$ cat config.mk
export PLATFORM = sky130hd
export DESIGN_NAME = key_loader_flat
export DESIGN_NICKNAME = d
export VERILOG_FILES = /design/src/rtl/key_loader_if.sv /design/src/rtl/key_loader.sv /design/src/flat_wrapper.sv
export SDC_FILE = /design/constraint.sdc
export NUM_CORES = 1
export LEC_CHECK = 0
export ABC_CLOCK_PERIOD_IN_PS = 3730
export CORE_AREA = 2 2 39 41
export CTS_CLUSTER_SIZE = 12
export DETAILED_ROUTE_END_ITERATION = 6
export DIE_AREA = 0 0 41 43
export PLACE_DENSITY = 0.79
export RECOVER_POWER = 25
export SYNTH_ARGS = -nofsm -noshare
export SYNTH_HDL_FRONTEND = slang
export SYNTH_SLANG_ARGS = --single-unit
$ cat constraint.sdc
create_clock -name clk -period 3.73 [get_ports clk]
set_input_delay 0.746 -clock clk [delete_from_list [all_inputs] [get_ports clk]]
set_output_delay 0.746 -clock clk [all_outputs]
set_load 0.02 [all_outputs]
$ cat src/rtl/key_loader_if.sv
// key_loader_if: groups the serial key stream handshake and the key outputs.
// Handshake: a key bit moves from master to slave only on a rising clock edge
// where key_in_valid and key_in_ready are both 1; the master holds key_in
// stable while key_in_valid is high and the slave is not yet ready.
interface key_loader_if #(
    parameter int NUM_KEYS = 2
) ();
    logic                load_start;
    logic                key_in;
    logic                key_in_valid;
    logic                key_in_ready;
    logic [NUM_KEYS-1:0] key_out;
    logic                key_done;
    logic                load_err;

    // Key source side: drives the stream, observes the loader result.
    modport master (
        output load_start, key_in, key_in_valid,
        input  key_in_ready, key_out, key_done, load_err
    );

    // Loader side: accepts the stream, drives the key towards locked logic.
    modport slave (
        input  load_start, key_in, key_in_valid,
        output key_in_ready, key_out, key_done, load_err
    );
endinterface

$ cat src/rtl/key_loader.sv
// key_loader: assembles a serial key stream LSB-first into a NUM_KEYS-bit
// register and presents it on key_out only after a complete, checked load.
// Optional feature macro: KEY_PARITY_EN adds one even-parity bit after the
// key (PAR state); a mismatch ends in ERR with load_err set. Without the
// macro, DONE follows the last key bit directly and load_err stays 0.
// state_dbg exposes the FSM state encoding for observation.
module key_loader #(
    parameter int NUM_KEYS = 2,
    parameter int ONE_TIME = 0
) (
    input  logic         clk,
    input  logic         rst_n,
    key_loader_if.slave  bus,
    output logic [2:0]   state_dbg
);
    localparam int CNT_W = $clog2(NUM_KEYS + 1);

    typedef enum logic [2:0] {
        S_IDLE = 3'd0,
        S_LOAD = 3'd1,
        S_PAR  = 3'd2,
        S_DONE = 3'd3,
        S_ERR  = 3'd4
    } state_t;

    state_t              state;
    logic [NUM_KEYS-1:0] shreg;
    logic [NUM_KEYS-1:0] shreg_next;
    logic [CNT_W-1:0]    cnt;
    logic                xfer;
    logic                last_bit;

    assign xfer      = bus.key_in_valid & bus.key_in_ready;
    assign last_bit  = (cnt == CNT_W'(NUM_KEYS - 1));
    assign state_dbg = state;

    // Shift register with the incoming bit placed at the current count.
    always_comb begin
        shreg_next = shreg;
        for (int i = 0; i < NUM_KEYS; i++) begin
            if (cnt == CNT_W'(i)) shreg_next[i] = bus.key_in;
        end
    end

    // Load FSM; every output is a register updated alongside the state.
    always_ff @(posedge clk or negedge rst_n) begin
        if (!rst_n) begin
            state            <= S_IDLE;
            shreg            <= '0;
            cnt              <= '0;
            bus.key_out      <= '0;
            bus.key_done     <= 1'b0;
            bus.load_err     <= 1'b0;
            bus.key_in_ready <= 1'b0;
        end else begin
            case (state)
                S_IDLE: begin
                    if (bus.load_start) begin
                        state            <= S_LOAD;
                        shreg            <= '0;
                        cnt              <= '0;
                        bus.key_in_ready <= 1'b1;
                    end
                end
                S_LOAD: begin
                    // A restart wins over a bit presented in the same cycle.
                    if (bus.load_start) begin
                        shreg <= '0;
                        cnt   <= '0;
                    end else if (xfer) begin
                        shreg <= shreg_next;
                        cnt   <= cnt + CNT_W'(1);
                        if (last_bit) begin
`ifdef KEY_PARITY_EN
                            state <= S_PAR;
`else
                            state            <= S_DONE;
                            bus.key_in_ready <= 1'b0;
                            bus.key_out      <= shreg_next;
                            bus.key_done     <= 1'b1;
`endif
                        end
                    end
                end
`ifdef KEY_PARITY_EN
                S_PAR: begin
                    if (bus.load_start) begin
                        state <= S_LOAD;
                        shreg <= '0;
                        cnt   <= '0;
                    end else if (xfer) begin
                        bus.key_in_ready <= 1'b0;
                        if (bus.key_in == ^shreg) begin
                            state        <= S_DONE;
                            bus.key_out  <= shreg;
                            bus.key_done <= 1'b1;
                        end else begin
                            state        <= S_ERR;
                            bus.load_err <= 1'b1;
                        end
                    end
                end
`endif
                S_DONE: begin
                    // Write-once builds keep the key until reset.
                    if (bus.load_start && (ONE_TIME == 0)) begin
                        state            <= S_LOAD;
                        shreg            <= '0;
                        cnt              <= '0;
                        bus.key_out      <= '0;
                        bus.key_done     <= 1'b0;
                        bus.key_in_ready <= 1'b1;
                    end
                end
                S_ERR: begin
                    if (bus.load_start) begin
                        state            <= S_LOAD;
                        shreg            <= '0;
                        cnt              <= '0;
                        bus.load_err     <= 1'b0;
                        bus.key_in_ready <= 1'b1;
                    end
                end
                default: begin
                    state            <= S_IDLE;
                    bus.key_in_ready <= 1'b0;
                end
            endcase
        end
    end
endmodule

$ cat src/flat_wrapper.sv
// flat-port wrapper written by rule: the top's interface ports become plain ports
module key_loader_flat 
#(
    parameter int NUM_KEYS = 2,
    parameter int ONE_TIME = 0
)
  (clk, rst_n, state_dbg, bus_load_start, bus_key_in, bus_key_in_valid, bus_key_in_ready, bus_key_out, bus_key_done, bus_load_err);
  key_loader_if #(.NUM_KEYS(NUM_KEYS)) bus_i ();
  input  logic clk;
  input  logic rst_n;
  output logic [2:0] state_dbg;
  input wire logic [$bits(bus_i.load_start)-1:0] bus_load_start;
  input wire logic [$bits(bus_i.key_in)-1:0] bus_key_in;
  input wire logic [$bits(bus_i.key_in_valid)-1:0] bus_key_in_valid;
  output wire logic [$bits(bus_i.key_in_ready)-1:0] bus_key_in_ready;
  output wire logic [$bits(bus_i.key_out)-1:0] bus_key_out;
  output wire logic [$bits(bus_i.key_done)-1:0] bus_key_done;
  output wire logic [$bits(bus_i.load_err)-1:0] bus_load_err;
  assign bus_i.load_start = bus_load_start;
  assign bus_i.key_in = bus_key_in;
  assign bus_i.key_in_valid = bus_key_in_valid;
  assign bus_key_in_ready = bus_i.key_in_ready;
  assign bus_key_out = bus_i.key_out;
  assign bus_key_done = bus_i.key_done;
  assign bus_load_err = bus_i.load_err;
  key_loader #(.NUM_KEYS(NUM_KEYS), .ONE_TIME(ONE_TIME)) u_core (.clk(clk), .rst_n(rst_n), .bus(bus_i), .state_dbg(state_dbg));
endmodule
==> results by group <==
Worst setup path
  – Kind of cell adding the most delay to the critical path: buffers and inverters
  – Worst reg2reg endpoint: u_core.bus.key_in_ready
  – CP max-delay cell: clkdlybuf4s50_1
  – Req. time, crit path: 2.98 ns
  – CP startpoint kind: flop
  – R2R Setup Slk: 2.05 ns
  – WP buf/inv: 1
  – RR Startpoint: u_core.state_dbg[0]
  – Crit Path Category: flop to output pin
  – Worst path max stage delay: 0.63 ns
  – Cells along the critical path: clkdlybuf4s50_1
  – Critical path arrival: 1.31 ns
  – Max FO, Critical Path: 5
  – Crit. End Element: output pin
  – Worst reg2reg path depth: 5

Detailed routing
  – Detailed Route WL: 1330 µm
  – DRC: 0
  – Avg Vias per Cell: 5.44
  – Drt first-iter violations: 4
  – Routed length per instance: 14.1 µm
  – DRT Pass-1 Iters: 4
  – DR vias: 511
  – Detail Route Antenna Nets: 0

Die
  – Number of I/O pins: 13
  – Die W: 41 µm
  – Chip height: 43 µm
  – Placeable Area: 1380 µm²
  – Initial core utilization: 48.0%
  – Standard-cell row count: 14
  – Die area: 1760 µm²

Outcome
  – Status: finished clean

CTS
  – CTS Buffer Depth: 2
  – Worst-Skew Late Latency: 0.27 ns
  – CTS Hold Buffers Added: 0
  – # clock sinks: 10
  – Buffer count from post-CTS setup fixing: 0
  – Post_cts resized: 0
  – Root Buffer: clkbuf_4
  – CTS tree: yes
  – H-tree levels: 1
  – CTS buffer count: 3
  – Clock-pin slew on the worst setup and hold paths: 0.07 ns

Pwr
  – Pint: 185 µW
  – Sw Share: 23.6%
  – Clock share of power: 40.5%
  – Part of the power in registers: 47.2%
  – Peak VDD IR: 195 µV
  – Combinational Power Share: 12.3%
  – P per Cell Area: 306 nW/µm²
  – P_leak: 0.000361 µW
  – P_sw: 57.1 µW

Synthesis
  – Mapped Avg Cell Area: 9.92 µm²
  – Synth top area share: 37.7%
  – Post-synthesis sequential area ratio: 37.7%
  – Cell count after synthesis: 67
  – Syn. warnings: 0
  – Post-synthesis cell area: 664 µm²
  – Ranking of synthesized cells by area: dfrtp_1 38%, ha_1 11%, o211ai_1 9.0%
  – Count of cell types in the netlist: 23
  – Area leader, netlist: dfrtp_1
  – Number of synthesized register bits: 10

Timing
  – Tmin final: 2.06 ns
  – Fin. Hold Viols: 0
  – RSZ-0062 raised after global routing: false
  – Final hold slack: 0.507 ns
  – Final setup vio count: 0
  – Final worst path period share: 55.2%
  – Setup TNS: 0 ns
  – Peak Freq: 486 MHz
  – Slew Limit Fails: 0
  – Clock Skew: 0.00342 ns

GRT
  – Grt ovf: 0
  – Largest net degree at the start of global routing: 11
  – Number of global-route vias before repair: 492
  – First-pass GRT wire length: 2210 µm
  – Antenna violations before repair: 0
  – GRT Total Usage: 19.4%

Cells and area
  – Commonest non-fill, non-tap cell in the layout: dfrtp_1
  – Final-stage net count: 90
  – Multi-input logic area: 360 µm²
  – Ant diodes: 0
  – Fillcell total: 127
  – Layout Area Growth over Synthesis: 19.4%
  – Commonest non-fill, non-tap cells in the layout: 10 x dfrtp_1, 9 x clkdlybuf4s50_1, 8 x nand2_1, 8 x o211ai_1, 7 x inv_1
  – Register Area: 250 µm²
  – Finished Layout Cells: 94
  – Layout cells sized above 1: 10.3%

Placement
  – Number of instances in the placed design: 90
  – I/O Buffers: 10
  – Hpwl dp: 1020 µm
  – GP Congestion: 0.752

Flow run
  – Max Cap Viol: 0

Hold path
  – Worst Hold Launch: u_core.cnt[1]
  – Worst hold path endpoint: u_core.cnt[1]
  – Hold depth: 2
  – Min-delay worst type: flop to flop
[sequential cells by signal, summed over array words and instances, names as in the netlist]
signal / cells
u_core.bus.key_out: 2
u_core.cnt: 2
u_core.shreg: 2
u_core.state_dbg: 2
u_core.bus.key_done: 1
u_core.bus.key_in_ready: 1
[metal layers]
metal  share of wire (%)  up-vias  global-route usage, %
met2                  46       12                   26.9
met1                  48      240                   25.1
met4                 2.6        0                   12.0
met3                 3.6        4                   6.28
li1                    -      255                      -
met5                   0        -                      0
[cells in the mapped netlist (all sizes together)]
cell type / n
a211o: 2
a21bo: 1
a21boi: 1
a21oi: 1
and3b: 1
buf: 4
conb: 1
dfrtp: 10
ha: 6
inv: 7
mux2: 4
mux2i: 2
nand2: 8
nand2b: 2
nand3: 1
nand4: 2
nor2: 2
o211ai: 8
o21ai: 2
o311ai: 2
[area by class of cell]
cell class | instances | share of cell area, %
inverters | 7 | 3.31
clock buffers | 4 | 4.57
multi-input cells | 47 | 45.4
flip-flops and latches | 10 | 31.5
well taps | 16 | 2.52
repair buffers | 10 | 12.6
[metrics by stage]
stage / instance area (µm²) / utilization [%] / worst slack [ns] / power (µW)
global route: 793 / 57.3 / 1.61 / 260
finish: 793 / 57.3 / 1.67 / 242
detailed placement: 757 / 54.7 / 1.46 / 148
CTS: 793 / 57.3 / 1.66 / 248
global placement: 757 / 54.7 / 1.52 / 146
floorplan: 668 / - / 2.08 / 134
[logic make-up after synthesis]
family / share of synthesized area [%]
other cells: 0.564
flops: 37.7
fa+ha+maj: 11.3
buf+inv: 8.66
simple gates: 12.2
mux: 9.79
compound gates: 19.8
[power groups by stage]
stage / Clock [µW] / Combinational, µW / Sequential (µW)
2_1_floorplan: 0 / 13.3 / 121
3_3_place_gp: 0 / 29.7 / 116
3_5_place_dp: 0 / 30.6 / 117
4_1_cts: 102 / 30.7 / 115
5_1_grt: 112 / 33.6 / 115
6_report: 98.1 / 29.8 / 115
[worst max-delay path by stage]
stage | from | to | depth (start not counted)
after detailed placement | bus_load_start | u_core.bus.key_in_ready | 4
after CTS | u_core.state_dbg[0] | state_dbg[0] | 1
final | u_core.state_dbg[0] | state_dbg[0] | 1
after global routing | u_core.bus.key_in_ready | bus_key_in_ready | 1
after floorplan | u_core.state_dbg[0] | u_core.bus.key_in_ready | 5
after global placement | bus_load_start | u_core.bus.key_in_ready | 4
(Power assumes the default switching activity.)
